[src/rtl/interval_envelope_detector.sv]
// Per-interval envelope detector: peak-to-peak amplitude of each (min, max) pair,
// hysteresis onset/offset events with a hold count, and frame peak tracking.
module interval_envelope_detector #(
  parameter int DATA_W = 32,
  parameter int CNT_W  = 16,
  parameter int HOLD   = 3
) (
  input  logic                     clk,
  input  logic                     reset,
  input  logic                     start,
  input  logic                     in_valid,
  output logic                     in_ready,
  input  logic signed [DATA_W-1:0] in_min,
  input  logic signed [DATA_W-1:0] in_max,
  input  logic                     in_last,
  input  logic [DATA_W:0]          thr_on,
  input  logic [DATA_W:0]          thr_off,
  output logic                     out_valid,
  input  logic                     out_ready,
  output logic [DATA_W:0]          out_p2p,
  output logic [CNT_W-1:0]         out_index,
  output logic [1:0]               out_event,
  output logic                     out_active,
  output logic                     out_last,
  output logic [DATA_W:0]          peak_p2p,
  output logic [CNT_W-1:0]         peak_index,
  output logic                     err,
  output logic                     done
);

  localparam int QW = (HOLD < 1) ? 1 : $clog2(HOLD + 1);

  localparam logic [1:0] EV_NONE   = 2'b00;
  localparam logic [1:0] EV_ONSET  = 2'b01;
  localparam logic [1:0] EV_OFFSET = 2'b10;

  typedef enum logic [1:0] {IDLE, WAIT_IN, EVAL, EMIT} state_t;

  state_t state, next_state;

  logic [CNT_W-1:0]  index;
  logic              active;
  logic [QW-1:0]     quiet_cnt;
  logic [DATA_W:0]   p2p_q;
  logic              last_q;

  logic [DATA_W:0]   diff;
  logic              malformed;
  logic              eval_active;
  logic [QW-1:0]     eval_quiet;
  logic [QW-1:0]     quiet_inc;
  logic [1:0]        eval_event;

  always_ff @(posedge clk or negedge reset) begin
    if (!reset) state <= IDLE;
    else        state <= next_state;
  end

  always_comb begin
    next_state = state;
    in_ready   = 1'b0;
    out_valid  = 1'b0;
    case (state)
      IDLE:    if (start) next_state = WAIT_IN;
      WAIT_IN: begin
        in_ready = 1'b1;
        if (in_valid) next_state = EVAL;
      end
      EVAL:    next_state = EMIT;
      EMIT: begin
        out_valid = 1'b1;
        if (out_ready) next_state = out_last ? IDLE : WAIT_IN;
      end
      default: next_state = IDLE;
    endcase
  end

  // Sign-extend both operands by one bit so the full signed span fits unsigned.
  always_comb begin
    diff      = {in_max[DATA_W-1], in_max} - {in_min[DATA_W-1], in_min};
    malformed = (in_min > in_max);
  end

  always_comb begin
    eval_active = active;
    eval_quiet  = quiet_cnt;
    eval_event  = EV_NONE;
    quiet_inc   = quiet_cnt + 1'b1;
    if (!active) begin
      if (p2p_q >= thr_on) begin
        eval_active = 1'b1;
        eval_event  = EV_ONSET;
        eval_quiet  = '0;
      end
    end else if (p2p_q < thr_off) begin
      if (quiet_inc == QW'(HOLD)) begin
        eval_active = 1'b0;
        eval_event  = EV_OFFSET;
        eval_quiet  = '0;
      end else begin
        eval_quiet = quiet_inc;
      end
    end else begin
      eval_quiet = '0;
    end
  end

  always_ff @(posedge clk or negedge reset) begin
    if (!reset) begin
      index      <= '0;
      active     <= 1'b0;
      quiet_cnt  <= '0;
      p2p_q      <= '0;
      last_q     <= 1'b0;
      out_p2p    <= '0;
      out_index  <= '0;
      out_event  <= EV_NONE;
      out_active <= 1'b0;
      out_last   <= 1'b0;
      peak_p2p   <= '0;
      peak_index <= '0;
      err        <= 1'b0;
      done       <= 1'b0;
    end else begin
      case (state)
        IDLE: begin
          if (start) begin
            index      <= '0;
            active     <= 1'b0;
            quiet_cnt  <= '0;
            peak_p2p   <= '0;
            peak_index <= '0;
            err        <= 1'b0;
            done       <= 1'b0;
          end
        end
        WAIT_IN: begin
          if (in_valid) begin
            p2p_q  <= malformed ? '0 : diff;
            last_q <= in_last;
            if (malformed) err <= 1'b1;
          end
        end
        EVAL: begin
          active     <= eval_active;
          quiet_cnt  <= eval_quiet;
          out_p2p    <= p2p_q;
          out_index  <= index;
          out_event  <= eval_event;
          out_active <= eval_active;
          out_last   <= last_q;
          // Strict compare keeps the earliest interval on ties.
          if (p2p_q > peak_p2p) begin
            peak_p2p   <= p2p_q;
            peak_index <= index;
          end
        end
        EMIT: begin
          if (out_ready) begin
            index <= index + 1'b1;
            if (out_last) done <= 1'b1;
          end
        end
        default: ;
      endcase
    end
  end

endmodule
[config.mk]
export PLATFORM = sky130hd
export DESIGN_NAME = interval_envelope_detector
export DESIGN_NICKNAME = d
export VERILOG_FILES = /design/src/rtl/interval_envelope_detector.sv
export SDC_FILE = /design/constraint.sdc
export NUM_CORES = 1
export LEC_CHECK = 0
export ABC_AREA = 1
export BUFFER_PORTS_ARGS = -buffer_cell sky130_fd_sc_hd__buf_2
export CAP_MARGIN = 20
export CORE_UTILIZATION = 40
export DETAILED_ROUTE_END_ITERATION = 8
export GPL_TIMING_DRIVEN = 0
export PLACE_DENSITY_LB_ADDON = 0.08
export RECOVER_POWER = 50
export REMOVE_ABC_BUFFERS = 1
export SETUP_SLACK_MARGIN = 0.3
export SLEW_MARGIN = 5
export SYNTH_ARGS = -nofsm -noshare
export SYNTH_HDL_FRONTEND = slang
export SYNTH_SLANG_ARGS = --single-unit
[constraint.sdc]
create_clock -name clk -period 2.25 [get_ports clk]
set_input_delay 0.45 -clock clk [delete_from_list [all_inputs] [get_ports clk]]
set_output_delay 0.45 -clock clk [all_outputs]
set_load 0.05 [all_outputs]
# --- After elaboration in Yosys (flattened, before gate mapping) ---
# Cells that the tools add are included.
classes:
  addsub: 3
  order_cmp: 4
  eq_ne: 11
  muxes: 38
  reduce_logical: 12
op_table:
  columns: ["operator", "count"]
  rows:
  - ["$mux W33", 3]
  - ["$pmux W33 S2", 1]
  - ["$pmux W16 S2", 2]
  - ["$mux W16", 3]
  - ["$ge A33 B33 Y1", 1]
  - ["$gt A33 B33 Y1", 1]
  - ["$lt A33 B33 Y1", 1]
  - ["$sub A32 B32 Y33", 1]
  - ["$gt A32 B32 Y1", 1]
  - ["$mux W2", 11]
  - ["$add A16 B1 Y16 const B", 1]
  - ["$mux W1", 13]
  - ["$ne A2 B2 Y1 const B", 6]
  - ["$reduce_and A3 Y1", 4]
  - ["$pmux W2 S4", 1]
  - ["$reduce_and A4 Y1", 2]
  - ["$eq A2 B2 Y1 const B", 3]
  - ["$pmux W1 S2", 3]
  - ["$reduce_bool A2 Y1", 3]
  - ["$pmux W2 S2", 1]
  - ["$reduce_and A2 Y1", 2]
  - ["$ne A3 B3 Y1 const B", 1]
  - ["$add A2 B1 Y2 const B", 1]
  - ["$eq A2 B1 Y1 const B", 1]
  - ["$logic_not A2 Y1", 1]
word_totals:
  reg_bits: 159
  inputBits: 136
  out_inout_bits: 106
  word_cells: 83

# --- Logic depth before layout (Yosys ltp) ---
logic_depth:
  depth_word: 6
  mapped_depth: 19
  ltp_nobuf: 17

# --- Worst setup path after synthesis ---
# Ideal clock, no wire load.
synth_timing:
  path_kind: "flip-flop to flip-flop"
  from: "register peak_p2p[24]"
  to: "register peak_p2p[22]"
  setup_time_ps: 119
  arrival_ps: 2234
  t_required_ps: 2131
  setup_slack_ps: -103
  stages_incl_launch_ff: 16
  n_path_buf: 2
  synth_period_minus_slack_ps: 2353
  cell_sequence: "dfrtp_1 inv_1 ha_1 nand2_1 nor2_1 nand2_1 nor3b_2 nand4_1 nand3_1 nand2_1 nand2_2 nand2_1 buf_4 buf_6 nand2_1 nand2_1"
synth_between:
  elab_chain_cells: 3
synth_rtl:
  columns: ["item", "line", "rtl"]
  rows:
  - ["start: declaration", "25", "output logic [DATA_W:0] peak_p2p,"]
  - ["start signal: assignment", "154", "peak_p2p <= p2p_q;"]
  - ["$gt A33 B33 Y1", "153", "if (p2p_q > peak_p2p) begin"]
  - ["$ne A2 B2 Y1 (no line)", null, null]
  - ["$reduce_and A3 Y1 (no line)", null, null]
# Every way passes these cells.
# A chain may end at the register's enable or synchronous reset.

# --- Final worst setup path ---
layout_timing:
  from: "register p2p_q[32]"
  to: "register peak_index[10]"
layout_between:
  elab_chain_cells: 3
layout_rtl:
  columns: ["item", "line", "rtl"]
  rows:
  - ["start: declaration", "44", "logic [DATA_W:0] p2p_q;"]
  - ["start signal: assignment", "139", "p2p_q <= malformed ? '0 : diff;"]
  - ["$gt A33 B33 Y1", "153", null]
  - ["$ne A2 B2 Y1 (no line)", null, null]
  - ["$reduce_and A3 Y1 (no line)", null, null]
  - ["end signal: assignment", "155", "peak_index <= index;"]
  - ["end: declaration", "26", "output logic [CNT_W-1:0] peak_index,"]
# Every way passes these cells.

==> impl_metrics.csv <==
group,metric,value,unit
run_status,violations,"setup timing",
yosys,synth_top_area_cell,"dfrtp_1",
floorplanning,start_util,41.0,%
floorplanning,placementRows,61,
final_layout,syn_to_final_growth,41.6,%
placement,io_buffers,241,
timing,setup_viol,49,
placement,place_area,13200,sq um
clock_network,clk_pin_slew_worst_paths,0.07,ns
power_and_ir_drop,power_density,1330,nW/um^2
timing,timing.setup.tns,-7.26,ns
yosys,synth_ff_type,"dfrtp_1",
power_and_ir_drop,p_leak,8.85,nW
timing,fin_crit_sh,109,%
detailed_routing,drt-initial-drc-count,603,
clock_network,cts.sinks,159,
final_layout,final_area,16300,sq um
global_routing,overflow,0,
detailed_routing,routed_wirelength,38500,um
timing,final_hold_viol_count,0,
yosys,yosysTopAreaCellShare,34.6,%
setup_path,critPathArrivalTime,2.82,ns
timing,rsz0062_at_grt,"true",
floorplanning,die_x,172,um
clock_network,tritoncts,"built",
detailed_routing,drt_pre_antenna_iters,5,
global_routing,antenna_found_initial,0,
yosys,synthArstFlopShare,100,%
yosys,yosysSeqAreaShare,34.6,%
detailed_routing,avgRoutedWirePerCell,16.6,um
placement,hpwl,26300,um
clock_network,cts_buffer_depth,2,
final_layout,nNetsFinal,2193,
yosys,synth-edff-count,0,
setup_path,crit_type,"reg -> reg",
yosys,ys_warn_count,0,
clock_network,cts_root_buf,"clkbuf_16",
timing,slew-limit-headroom,9.22,%
setup_path,crit_fanout,5,
floorplanning,die-area,29400,sq um
yosys,syn_area,11500,sq um
floorplanning,io_pins,242,
yosys,synth_area_leaders,"dfrtp_1, nand2_1, ha_1, inv_1, a21oi_1",
global_routing,grt_pass1_wl,58400,um
timing,clock_skew,0.0204,ns
floorplanning,die_y,172,um
global_routing,grt_max_degree,111,
run_status,status,"finished with violations",
timing,period_minus_slack,2.44,ns
detailed_routing,via_per_inst,4.97,
timing,slew_viol_final,0,
clock_network,cts-buffers-inserted,17,
clock_network,h-tree-depth,4,
final_layout,drive_above_1_share,34.3,%
yosys,synth-seq-cells,159,
final_layout,antennaDiodeCount,0,
placement,place.gp.congestion,0.917,
detailed_routing,drtAntennaViolNets,0,
setup_path,required,2.62,ns
setup_path,end_kind,"register",
power_and_ir_drop,ir_drop,0.710,mV
detailed_routing,route.detailed.drc,0,
floorplanning,core,28000,sq um
timing,fin_ws,-0.192,ns
global_routing,grtUsageTotal,26.3,%
yosys,synthCells,1592,
timing,tightest_slew,1.36,ns
setup_path,startpoint_type,"register",
global_routing,grt_pass1_vias,10925,
clock_network,clk_latency,0.44,ns
timing,max_freq,410,MHz
yosys,synth_cell_types,36,
yosys,syn_area_per_cell,7.22,sq um
min_path,hold_path_class,"in -> reg",
detailed_routing,vias,11482,
flow_run,max-cap-violations,0,
==> what timing repair did <==
action | CTS | global route
setup endpoints to repair | 144 | 94
hold endpoints to repair | 49 | 0
cloned | 10 | 2
buffers inserted | 59 | 23
pin swaps | 38 | 53
hold buffers | 1 | 0
gates resized for setup | 172 | 197
==> critical path, cell delays in order (launching register included) <==
cell,delay (ns)
dfrtp_2,0.43
ha_1,0.30
nand2_2,0.10
nor4_2,0.51
nand4_1,0.22
nand2_4,0.14
nand2_8,0.06
buf_12,0.13
nand2_8,0.08
buf_12,0.15
buf_16,0.14
nand2_2,0.05
nand2_1,0.05
==> sequential cells by signal, indices dropped and copies added, names as in the netlist, 16 cells and up <==
name and count:
peak_p2p 33, out_index 16, index 16, p2p_q 33, peak_index 16, out_p2p 33
==> metal layers <==
layer / vias to the layer above / global-route usage, % / wire [um]
met1: 5372 / 35.4 / 17600
met2: 281 / 44.4 / 18500
met3: 54 / 2.49 / 1350
li1: 5775 / - / -
met4: 0 / 8.50 / 940
met5: - / 0 / 0
==> synthesized netlist by cell type, types with 7 or more instances <==
cell type,number
nand3_1,42
dfrtp_1,159
nand4_1,26
nand3b_1,52
nor2_1,95
nand2_2,11
buf_2,7
ha_1,135
o21ai_0,47
o21a_1,9
a21o_1,8
nor3_1,18
clkbuf_1,14
xor2_1,25
nand2_1,582
a21oi_1,91
inv_1,213
==> cells by family after synthesis <==
| logic type | after synthesis | synth area share [%] |
|---|---|---|
| xor gates and xnor gates | 30 | 2.29 |
| and+or+nand+nor | 849 | 31.7 |
| DFF | 159 | 34.6 |
| buffers and inverters | 250 | 8.54 |
| AOI/OAI and AO/OA | 168 | 7.94 |
| adders and majority gates | 136 | 14.9 |
==> report_power, final <==
| group | total (W) | internal (W) | switching (W) | leakage, nW |
|---|---|---|---|---|
| Combinational | 0.0141 | 0.00533 | 0.00878 | 6.45 |
| Sequential | 0.00458 | 0.00375 | 0.000834 | 2.11 |
| Clock | 0.00301 | 0.00159 | 0.00142 | 0.281 |
==> layout make-up <==
| type | count | area [sq um] |
|---|---|---|
| clock buffer | 17 | 425 |
| clock inverter | 15 | 175 |
| fill | 2691 | 11700 |
| inverter | 217 | 835 |
| multi-input combinational | 1185 | 7960 |
| sequential | 159 | 4010 |
| tap | 378 | 473 |
| timing repair buffer | 341 | 2400 |
==> cells in the final DEF, fill, tap and decap left out, types with 16 or more instances in the layout <==
master,synthesis,layout
buf_6,3,16
nand2_1,582,495
buf_4,3,65
ha_4,0,45
o21ai_0,47,36
a21oi_2,2,30
dfrtp_2,0,23
dfrtp_1,159,136
nand3b_1,52,52
nor2_1,95,76
nand4_1,26,26
ha_1,135,77
buf_2,7,236
nand2_4,0,27
a21oi_1,91,57
inv_1,213,200
xor2_1,25,25
nand3_1,42,34
clkbuf_16,0,19
nand2_2,11,67
nor2_2,4,16
==> path summary, 6_finish.rpt <==
path	start	endpoint	slack [ns]	cells after the start
worst max-delay path	p2p_q[32]	peak_index[10]	-0.19	12
worst min-delay path	in_last	last_q	0.24	3
worst max register to register	p2p_q[32]	peak_index[10]	-0.19	12
worst min register to register	out_p2p[19]	out_p2p[19]	0.47	2
max in group asynchronous	reset	p2p_q[27]	0.16	3
min in group asynchronous	reset	out_p2p[8]	0.86	2
==> per-stage QoR <==
stage / worst slack, ns / util (%) / power [W] / hold slack (ns) / instances
2_1_floorplan: -3.76 / - / 0.0109 / 0.154 / 1559
3_3_place_gp: -9.16 / 46.4 / 0.0128 / 0.448 / 2178
3_5_place_dp: -1.18 / 47.1 / 0.0143 / 0.388 / 2185
4_1_cts: -0.125 / 54.6 / 0.0205 / 0.221 / 2287
5_1_grt: -0.244 / 58.1 / 0.0231 / 0.233 / 2312
6_report: -0.192 / 58.1 / 0.0217 / 0.236 / 2312
No activity file was read; power rests on OpenSTA's default activity.
